## src/rtl/mc_ctrl.sv

```systemverilog
// Multi-cycle control unit for the MIPS-subset CPU: sequences IF/ID/EXE/MEM/WB,
// decodes op/funct into ALU and datapath controls, handles wait states and overflow.
module mc_ctrl (
    input  logic       clk,
    input  logic       rst,
    input  logic [5:0] op,
    input  logic [5:0] funct,
    input  logic       imem_rdy,
    input  logic       dmem_rdy,
    input  logic       zero,
    input  logic       ovf,
    output logic [2:0] ALUctr,
    output logic       ALUSrc,
    output logic       ExtOp,
    output logic       RegDst,
    output logic       MemtoReg,
    output logic [1:0] PCSrc,
    output logic       PCWr,
    output logic       IRWr,
    output logic       RegWr,
    output logic       MemRd,
    output logic       MemWr,
    output logic       illegal,
    output logic       ov_trap
);

    typedef enum logic [2:0] {S_IF, S_ID, S_EXE, S_MEM, S_WB} state_t;
    typedef enum logic [2:0] {C_RTYPE, C_IMM, C_LW, C_SW, C_BEQ, C_J, C_ILL} iclass_t;

    state_t     state, next;
    iclass_t    cls;
    logic [2:0] dec_alu;
    logic       dec_src, dec_ext;
    logic       ovf_q;

    always_comb begin
        cls     = C_ILL;
        dec_alu = '0;
        dec_src = 1'b0;
        dec_ext = 1'b0;
        case (op)
            6'b000000: begin
                cls = C_RTYPE;
                case (funct)
                    6'b100001: dec_alu = 3'b000;
                    6'b100000: dec_alu = 3'b001;
                    6'b100011: dec_alu = 3'b100;
                    6'b100010: dec_alu = 3'b101;
                    6'b101011: dec_alu = 3'b110;
                    6'b101010: dec_alu = 3'b111;
                    6'b100101: dec_alu = 3'b010;
                    default:   cls = C_ILL;
                endcase
            end
            6'b001001: begin cls = C_IMM; dec_alu = 3'b000; dec_src = 1'b1; dec_ext = 1'b1; end
            6'b001101: begin cls = C_IMM; dec_alu = 3'b010; dec_src = 1'b1; dec_ext = 1'b0; end
            6'b100011: begin cls = C_LW;  dec_alu = 3'b000; dec_src = 1'b1; dec_ext = 1'b1; end
            6'b101011: begin cls = C_SW;  dec_alu = 3'b000; dec_src = 1'b1; dec_ext = 1'b1; end
            6'b000100: begin cls = C_BEQ; dec_alu = 3'b100; dec_src = 1'b0; dec_ext = 1'b1; end
            6'b000010: cls = C_J;
            default:   cls = C_ILL;
        endcase
    end

    always_ff @(posedge clk) begin
        if (rst) begin
            state <= S_IF;
            ovf_q <= 1'b0;
        end else begin
            state <= next;
            // only add/sub report overflow; everything else must clear the flag
            if (state == S_EXE)
                ovf_q <= (dec_alu == 3'b001 || dec_alu == 3'b101) ? ovf : 1'b0;
        end
    end

    always_comb begin
        next     = state;
        ALUctr   = '0;
        ALUSrc   = 1'b0;
        ExtOp    = 1'b0;
        RegDst   = 1'b0;
        MemtoReg = 1'b0;
        PCSrc    = 2'b00;
        PCWr     = 1'b0;
        IRWr     = 1'b0;
        RegWr    = 1'b0;
        MemRd    = 1'b0;
        MemWr    = 1'b0;
        illegal  = 1'b0;
        ov_trap  = 1'b0;
        if (!rst) begin
            if (state != S_IF && cls != C_ILL && cls != C_J) begin
                ALUctr   = dec_alu;
                ALUSrc   = dec_src;
                ExtOp    = dec_ext;
                RegDst   = (cls == C_RTYPE);
                MemtoReg = (cls == C_LW);
            end
            case (state)
                S_IF: begin
                    MemRd = 1'b1;
                    if (imem_rdy) begin
                        IRWr = 1'b1;
                        PCWr = 1'b1;
                        next = S_ID;
                    end
                end
                S_ID: begin
                    if (cls == C_J) begin
                        PCWr  = 1'b1;
                        PCSrc = 2'b10;
                        next  = S_IF;
                    end else if (cls == C_ILL) begin
                        illegal = 1'b1;
                        next    = S_IF;
                    end else begin
                        next = S_EXE;
                    end
                end
                S_EXE: begin
                    if (cls == C_BEQ) begin
                        if (zero) begin
                            PCWr  = 1'b1;
                            PCSrc = 2'b01;
                        end
                        next = S_IF;
                    end else if (cls == C_LW || cls == C_SW) begin
                        next = S_MEM;
                    end else begin
                        next = S_WB;
                    end
                end
                S_MEM: begin
                    MemRd = (cls == C_LW);
                    MemWr = (cls == C_SW);
                    if (dmem_rdy)
                        next = (cls == C_LW) ? S_WB : S_IF;
                end
                S_WB: begin
                    RegWr   = ~ovf_q;
                    ov_trap = ovf_q;
                    next    = S_IF;
                end
                default: next = S_IF;
            endcase
        end
    end

endmodule

```

## config.mk

```make
export PLATFORM = sky130hd
export DESIGN_NAME = mc_ctrl
export DESIGN_NICKNAME = d
export VERILOG_FILES = /design/src/rtl/mc_ctrl.sv
export SDC_FILE = /design/constraint.sdc
export NUM_CORES = 1
export LEC_CHECK = 0
export BUFFER_PORTS_ARGS = -buffer_cell sky130_fd_sc_hd__buf_2
export CAP_MARGIN = 20
export CORE_ASPECT_RATIO = 0.7
export CORE_MARGIN = 2
export CORE_UTILIZATION = 35
export DETAILED_ROUTE_END_ITERATION = 6
export PLACE_DENSITY = 0.7
export SLEW_MARGIN = 40
export SYNTH_ARGS = -nofsm -noshare
export SYNTH_HDL_FRONTEND = slang
export SYNTH_SLANG_ARGS = --single-unit
```

## constraint.sdc

```tcl
create_clock -name clk -period 1.4 [get_ports clk]
set_input_delay 0.07 -clock clk [delete_from_list [all_inputs] [get_ports clk]]
set_output_delay 0.07 -clock clk [all_outputs]
set_load 0.03 [all_outputs]
```

==> results.cfg, run 1 <==
[timing]
fmax_mhz = 558.3
clock_skew_ns = 0.0009966
setup_ws_ns = -0.3913
hold_slack_ns = 0.2063
maxSlewViolCount = 0
setup_viol = 10
fin_crit_sh_pct = 128.0
finalCriticalPeriod_ns = 1.791
rsz0062_at_grt = yes
max_slew_margin_pct = 67.35
finalHoldViolations = 0
tightest_slew_ns = 0.4846

[floorplan]
start_util_pct = 37.53
io_pins = 34
fp-row-count = 13
die_w_um = 57.53
design.die.area_um2 = 2386
coreArea_um2 = 1871
die_h_um = 41.47

[grt]
grt_pass1_vias = 1015
grt_max_degree = 12
grt_pass1_wl_mm = 4.554
grt_usage_pct = 24.31
antenna_found_initial = 0
grt_overflow_total = 0

[routing]
drt_wl_total_mm = 3.097
postRouteAntennaNets = 0
drt_iter0_drc = 36
route.detailed.drc = 0
via_count = 1110
wl_per_cell_um = 16.47
drtPass1Iterations = 4
vias_per_cell = 5.904

[synthesis]
synthArstFlopShare_pct = 0
postSynthCellCount = 102
synth.net_count = 120
netlist_area_um2 = 701.9
synth_edf_count = 0
synth_area_per_cell_um2 = 6.882
synth_ff_type = dfxtp_1
ys_seq_area_share_pct = 11.41
synth.distinct_cells = 42
ys_ff_latch = 4
synth_warnings = 0

[critical_path]
cp_slowest_cell = or3_4
cp_cell_sequence = buf_6 > or3_4 > a2bb2oi_4 > a221oi_4 > nand4_4 > nor4_4 > buf_4
crit_path_max_fanout = 3
worstPathRequired_ns = 1.33
crit_buf_inv = 2
crit_arrival_ns = 1.72
rrSetupSlack_ns = 0.11
cpPeakStageDelay_ns = 0.39
critPathLaunchType = input port
crit_family = simple AND/OR/NAND/NOR gates
worstSetupEndpointType = output pin
path_class = in -> out

[status]
status = complete, but fails checks
violations = negative setup slack

[place]
dpl.cell_count = 181
dp_slack_ns = -0.4285
dp_hpwl_mm = 2.009
placed_area_um2 = 1141
port_buffers = 33
gp_congestion = 0.8897

[power_and_ir_drop]
internal-power_mw = 0.3731
report.power.total_mw = 0.6083
power.share.combinational_pct = 54.5
irDropWorstVdd_uv = 339.2
cellPowerDensity_nw_per_um2 = 409.6
p_sw_share_pct = 38.66
share_seq_of_total_power_pct = 20.4
clkPwrFrac_pct = 25.0
p_sw_mw = 0.2352
power.leakage_nw = 0.6471

[finish]
antennaDiodeCount = 0
nets = 186
final_cells = 188
final_layout_size_suffix_gt1_share_pct = 65.66
finish.instance_area_um2 = 1485
layout_common_cells = buf_4, buf_6, buf_2, nor2_1, nand2_1
syn2layout_area_growth_pct = 111.6
mostFrequentLayoutCell = buf_4

[clock_tree]
clock_latency_ns = 0.25
clockBufferDepth = 2
clock-sinks = 4
cts_tree = done
clock-root-buffer = clkbuf_4
htree_num_levels = 1
holdBufCountCts = 0
clk_pin_slew_ns = 0.04
cts_buffers = 3

[min_path]
hp-class = in -> reg

[run]
maxCapViolations = 0
[registers in the layout, summed over array words and instances, names as in the netlist]
register  count
state         3
ovf_q         1
[tightest hold or removal path, delay by kind of cell]
kind                   cells  cell delay (ns)
AO/OA/AOI/OAI              2             0.21
buffers and inverters      1             0.08
AND/OR/NAND/NOR            1             0.05
[worst paths after layout]
| kind | start | endpoint | cells after the start |
|---|---|---|---|
| setup / recovery | op[3] | MemtoReg | 7 |
| hold / removal | dmem_rdy | state[1] | 4 |
| setup reg to reg | state[1] | state[2] | 5 |
| hold reg to reg | ovf_q | ovf_q | 1 |
[cells in the mapped netlist (all sizes together) (2+ instances only)]
cell / number / area share [%]
a21oi: 4 / 2.9
a31oi: 2 / 1.8
and3: 3 / 2.7
and4: 2 / 2.5
buf: 2 / 1.4
clkbuf: 4 / 2.1
dfxtp: 4 / 11
inv: 3 / 1.6
nand2: 7 / 3.7
nand2b: 2 / 1.8
nand3: 6 / 4.3
nand3b: 2 / 2.1
nand4: 3 / 4.8
nor2: 16 / 8.6
nor2b: 4 / 3.6
nor3: 7 / 6.4
nor4: 3 / 4.5
o21ai: 5 / 3.6
o31ai: 3 / 3.2
or3: 3 / 3.4
[through the flow]
stage | utilization (%) | setup TNS [ns]
final | 79.40 | -2.805
after global routing | 79.40 | -3.414
after floorplan | - | -1.854
after CTS | 72.04 | -2.600
after detailed placement | 61.00 | -3.499
after global placement | 61.00 | -3.220
[metal layers]
| layer | vias to the layer above | track usage, % | share of wire, % |
|---|---|---|---|
| met2 | 55 | 40.00 | 48 |
| met1 | 518 | 30.77 | 41 |
| met5 | - | 0 | 0 |
| met4 | 0 | 5.581 | 4.0 |
| met3 | 16 | 7.788 | 7.4 |
| li1 | 521 | - | - |
[final cells by class]
cell class                      instances  area (um^2)
Inverter                                3        13.76
Multi-Input combinational cell         89        792.0
Timing Repair Buffer                   67        543.0
Sequential cell                         4        86.33
Tap cell                               22        27.53
Fill cell                             118        385.4
Clock buffer                            3        22.52
[cell families (layout without fill, tap and decap cells)]
family	after synthesis	after routing	synth area share [%]
compound gates	22	22	24.60
xor+xnor	1	1	1.248
buf+inv	9	73	5.169
flops	4	4	11.41
simple gates	66	66	57.58
[power groups by stage]
stage	Clock (mW)	Sequential (mW)	Combinational, mW
3_5_place_dp	0	0.126	0.248
4_1_cts	0.148	0.124	0.289
5_1_grt	0.172	0.125	0.352
6_report	0.152	0.124	0.332
3_3_place_gp	0	0.126	0.241
2_1_floorplan	0	0.122	0.138
[repair_timing]
item,CTS,global route
setup endpoints to repair,15,18
resized for setup,46,36
pin swaps,12,12
setup buffers,1,4
Power figures use the tool's default switching activity.
==> inputs of run 2 (changes only) <==
--- a/config.mk
+++ b/config.mk
@@ -11,7 +11,8 @@
 export CORE_MARGIN = 2
 export CORE_UTILIZATION = 35
 export DETAILED_ROUTE_END_ITERATION = 6
-export PLACE_DENSITY = 0.7
+export PLACE_DENSITY = 0.66
+export REMOVE_ABC_BUFFERS = 1
 export SLEW_MARGIN = 40
 export SYNTH_ARGS = -nofsm -noshare
 export SYNTH_HDL_FRONTEND = slang
==> run 2 against run 1 <==
The run still ends with negative setup slack left. Combinational power fell by 11%. Final area down 11%. Routed wire length down 3.3%. Count of clock-buffer cells in the layout did not move. Die area unchanged. Critical path depth rose by 1. Clock power rose by 3%. Global-route usage down 1.0 points. Clock skew about the same. Non-clock buffer count unchanged. Cell count did not move. Register-to-register slack got worse by 0.02 ns. Largest power group unchanged. Highest routed layer unchanged.
==> results.cfg, run 2 (synthesis results as in run 1) <==
[min_path]
hp-class = in -> reg
min-delay-start = dmem_rdy

[place]
gp_congestion = 0.8407
port_buffers = 33
dp_slack_ns = -0.3939
dpl.cell_count = 181
dp_hpwl_mm = 1.965

[finish]
mostFrequentLayoutCell = buf_4
antennaDiodeCount = 0
layout_common_cells = buf_4, buf_2, nor2_1, nand2_1
fin_util_pct = 70.64
top_regs = state (3), ovf_q (1)
fill_cells = 149
syn2layout_area_growth_pct = 88.24
final_cells = 188
largest_register_ffs = 3
final_layout_size_suffix_gt1_share_pct = 60.24
nets = 186
regMostFlops = state

[timing]
finalHoldViolations = 0
setup_ws_ns = -0.3544
fin_crit_sh_pct = 125.3
tightest_slew_ns = 0.3910
maxSlewViolCount = 0
fmax_mhz = 570.0
finalCriticalPeriod_ns = 1.754
max_slew_margin_pct = 73.60
setup_viol = 11
hold_slack_ns = 0.2019
rsz0062_at_grt = yes
clock_skew_ns = 0.0007365

[critical_path]
path_class = in -> out
crit_buf_inv = 3
worstSetupEndpointType = output pin
crit_top_cell = buf_4
critPathLaunchType = input port
crit_arrival_ns = 1.68
crit_family = simple AND/OR/NAND/NOR gates
crit_start = op[0]
worstPathRequired_ns = 1.33
timing.rr.start = state[0]
cp_cell_sequence = buf_6 > or3_4 > a2bb2oi_4 > a221oi_4 > nand4_4 > buf_4 > nor2_1 > buf_4
cpPeakStageDelay_ns = 0.39
crit_path_max_fanout = 5
cp_slowest_cell = or3_4

[status]
violations = negative setup slack
status = complete, but fails checks

[floorplan]
fp-row-count = 13
die_h_um = 41.47
die_w_um = 57.53
start_util_pct = 37.53
coreArea_um2 = 1871
io_pins = 34
design.die.area_um2 = 2386

[power_and_ir_drop]
irDropWorstVdd_uv = 341.7
power.leakage_nw = 0.5819
cellPowerDensity_nw_per_um2 = 439.5

[grt]
grt_pass1_wl_mm = 4.326
grt_usage_pct = 23.29
grt_pass1_vias = 1033
grt_overflow_total = 0
grt_max_degree = 12
antenna_found_initial = 0

[clock_tree]
clock-root-buffer = clkbuf_4
clockBufferDepth = 2
clock_latency_ns = 0.26
cts_buffers = 3
htree_num_levels = 1
clock-sinks = 4
cts_tree = done
clk_pin_slew_ns = 0.04
holdBufCountCts = 0

[routing]
via_count = 1116
drt_iter0_drc = 38
vias_per_cell = 5.936
drtPass1Iterations = 4
wl_per_cell_um = 15.93
drt_wl_total_mm = 2.995
postRouteAntennaNets = 0
route.detailed.drc = 0

[run]
maxCapViolations = 0
## run 2: cell count changes in the layout (fill, tap and decap cells not counted), sizes merged
| cell | change |
|---|---|
| buf | -1 |
| clkbuf | +1 |
## run 2: timing repair
item                       4_1_cts  5_1_grt
pin swaps                        5        6
setup endpoints to repair       14       17
buffers inserted                 2        3
resized for setup               21       27
gates cloned                     0        0
## run 2: final timing paths
check	to	slack, ns	depth (start not counted)
min	state[1]	0.20	4
max reg2reg	state[2]	0.09	4
min reg2reg	ovf_q	0.53	1
max	ALUSrc	-0.35	8
## run 2: layout make-up
class | count | area, um^2 | area share (%)
Clock buffer | 3 | 22.52 | 1.705
Inverter | 3 | 11.26 | 0.8523
Multi-Input combinational cell | 89 | 700.7 | 53.03
Sequential cell | 4 | 86.33 | 6.534
Tap cell | 22 | 27.53 | 2.083
Timing Repair Buffer | 67 | 473.0 | 35.80
## run 2: metal layers
| layer | track usage, % | vias to the layer above | part of all wire [%] |
|---|---|---|---|
| met5 | 0 | - | 0 |
| met4 | 12.09 | 0 | 4.2 |
| met3 | 5.607 | 12 | 7.4 |
| met2 | 38.64 | 56 | 49 |
| met1 | 27.65 | 527 | 39 |
| li1 | - | 521 | - |
## run 2: power breakdown
| part | leakage [nW] | switching [mW] | total (mW) | internal, mW |
|---|---|---|---|---|
| sequential | 0.0341 | 0.00977 | 0.128 | 0.118 |
| clock | 0.0138 | 0.0603 | 0.157 | 0.0967 |
| combinational | 0.534 | 0.156 | 0.296 | 0.140 |
## run 2: tightest hold or removal path, cell delays in order
cell	delay, ns
buf_2	0.08
o21ai_0	0.06
a31oi_1	0.15
nor2_1	0.06
## run 2: per-stage QoR
stage          power, mW  cell area (um^2)  setup TNS [ns]
6_report          0.5807              1321          -2.811
3_5_place_dp      0.3621              1095          -3.455
3_3_place_gp      0.3557              1095          -2.918
5_1_grt           0.6162              1321          -3.505
4_1_cts           0.5385              1200          -2.676
2_1_floorplan     0.2319             676.9          -2.573
==> inputs of run 3 (changes only) <==
==> constraint.sdc (replaced) <==
create_clock -name clk -period 1.6 [get_ports clk]
set_input_delay 0.08 -clock clk [delete_from_list [all_inputs] [get_ports clk]]
set_output_delay 0.08 -clock clk [all_outputs]
set_load 0.03 [all_outputs]
==> run 3 against run 2 <==
The run still ends with negative setup slack left. Cell count is 6.9% lower. Utilization is 8.1 points lower. Via count is 8.9% lower. Die area stayed put. Setup slack better by 0.15 ns. First-iteration DRC count is 2.6% lower. Total power is 21% lower. Register-to-register slack better by 0.12 ns. Count of clock-buffer cells in the layout stayed put. Hold slack worse by 0.0096 ns. Critical endpoint unchanged. Largest power group unchanged. Highest routed layer unchanged.
==> results.cfg, run 3 (synthesis results as in run 1) <==
[status]
status = complete, but fails checks
violations = negative setup slack

[clock_tree]
clk_pin_slew_ns = 0.03
clock-sinks = 4
holdBufCountCts = 0
cts_tree = done
clock-root-buffer = clkbuf_4
htree_num_levels = 1
clock_latency_ns = 0.25
clockBufferDepth = 2
cts_buffers = 3

[routing]
drt_iter0_drc = 37
drtPass1Iterations = 4
route.detailed.drc = 0
vias_per_cell = 5.811
drt_wl_total_mm = 2.598
wl_per_cell_um = 14.85
postRouteAntennaNets = 0
via_count = 1017

[floorplan]
start_util_pct = 37.53
io_pins = 34
design.die.area_um2 = 2386
fp-row-count = 13
die_h_um = 41.47
die_w_um = 57.53
coreArea_um2 = 1871

[critical_path]
path_class = in -> out
rrSetupSlack_ns = 0.21
crit_family = simple AND/OR/NAND/NOR gates
cp_slowest_cell = or3_4
critPathLaunchType = input port
worstPathRequired_ns = 1.52
crit_top_cell = buf_4
worstSetupEndpointType = output pin
crit_start = op[0]
crit_arrival_ns = 1.73
cpPeakStageDelay_ns = 0.39
cp_cell_sequence = buf_6 > or3_4 > a2bb2oi_4 > a221oi_4 > nand4_4 > buf_4 > nor2_1 > buf_4
crit_buf_inv = 3
crit_path_max_fanout = 5
reg2regPathDepth = 3
timing.rr.start = state[0]
r2r-end = state[2]

[timing]
hold_slack_ns = 0.1923
fmax_mhz = 552.8
rsz0062_at_grt = yes
fin_crit_sh_pct = 113.1
finalHoldViolations = 0
setup_ws_ns = -0.2089
finalCriticalPeriod_ns = 1.809
maxSlewViolCount = 0
setup_viol = 7
clock_skew_ns = 0.007367
tightest_slew_ns = 0.4261
max_slew_margin_pct = 71.23

[grt]
grt_overflow_total = 0
antenna_found_initial = 0
grt_pass1_wl_mm = 4.091
grt_usage_pct = 21.61
grt_pass1_vias = 959
grt_max_degree = 14

[min_path]
min-delay-start = rst
whs_path_depth = 3
hold_path_end = state[0]
hp-class = in -> reg

[place]
placed_area_um2 = 1027
dpl.cell_count = 172
dp_hpwl_mm = 1.851
port_buffers = 33
gp_congestion = 0.8989
dp_slack_ns = -0.2030

[power_and_ir_drop]
report.power.total_mw = 0.4607
power.share.combinational_pct = 46.5
internal-power_mw = 0.2846
power.leakage_nw = 0.5064
cellPowerDensity_nw_per_um2 = 393.8
irDropWorstVdd_uv = 342.2
share_seq_of_total_power_pct = 24.5
p_sw_mw = 0.1761
p_sw_share_pct = 38.23
clkPwrFrac_pct = 29.0

[finish]
fill_cells = 166
antennaDiodeCount = 0
nets = 173
top_regs = state (3), ovf_q (1)
finish.instance_area_um2 = 1170
mostFrequentLayoutCell = buf_4
final_layout_size_suffix_gt1_share_pct = 49.02
largest_register_ffs = 3
layout_common_cells = buf_4, buf_2, nor2_1, nand2_1, buf_6
syn2layout_area_growth_pct = 66.67
final_cells = 175
regMostFlops = state

[run]
maxCapViolations = 0
## run 3: cell types whose count changed in the layout (fill, tap and decap cells not counted), moves of 2 or more
cell	previous run	this run
nor2_2	5	0
dfxtp_2	2	0
dfxtp_1	1	3
buf_2	18	22
buf_4	44	26
nor3_4	3	1
buf_6	4	6
nor2_1	10	14
## run 3: metal layers
layer  global-route usage (%)  vias to the layer above  part of all wire [%]
li1                         -                      492                     -
met1                    27.26                      478                    45
met2                    35.45                       42                    47
met3                    4.984                        5                   6.5
met4                    8.372                        0                   1.7
met5                        0                        -                     0
## run 3: worst max-delay path by stage
stage / cells after the start / to
5_1_grt: 8 / ExtOp
2_1_floorplan: 5 / RegDst
6_report: 8 / ALUSrc
4_1_cts: 8 / ALUctr[2]
3_5_place_dp: 8 / ALUctr[2]
3_3_place_gp: 8 / ALUSrc
## run 3: stage by stage
step	util, %	setup TNS, ns
final	62.54	-1.077
after global routing	62.54	-1.475
after CTS	59.80	-0.9475
after detailed placement	54.92	-1.337
after global placement	54.92	-1.114
after floorplan	-	-1.039
## run 3: worst register-to-register path: cells and delay by family (launching register included)
family          cells  cell delay [ns]
compound gates      2             0.32
flops               1             0.57
simple gates        1             0.43
## run 3: layout make-up
type                    count  area [um^2]  area share (%)
repair buffers             54        372.9           31.87
multi-input cells          89        651.9           55.72
well taps                  22        27.53           2.353
clock buffers               3        22.52           1.925
flip-flops and latches      4        83.83           7.166
inverters                   3        11.26          0.9626
## run 3: repair_timing
item                                    CTS  global route
buffers inserted                          1             1
gates resized for setup                  15            15
endpoints found under the setup margin    9            10
pin swaps                                 3             3
## run 3: power by group through the flow
stage | Sequential [mW] | Combinational [mW] | Clock [mW]
floorplan | 0.111 | 0.0915 | 0
global placement | 0.114 | 0.183 | 0
detailed placement | 0.114 | 0.186 | 0
CTS | 0.113 | 0.203 | 0.137
global route | 0.113 | 0.230 | 0.151
finish | 0.113 | 0.214 | 0.133
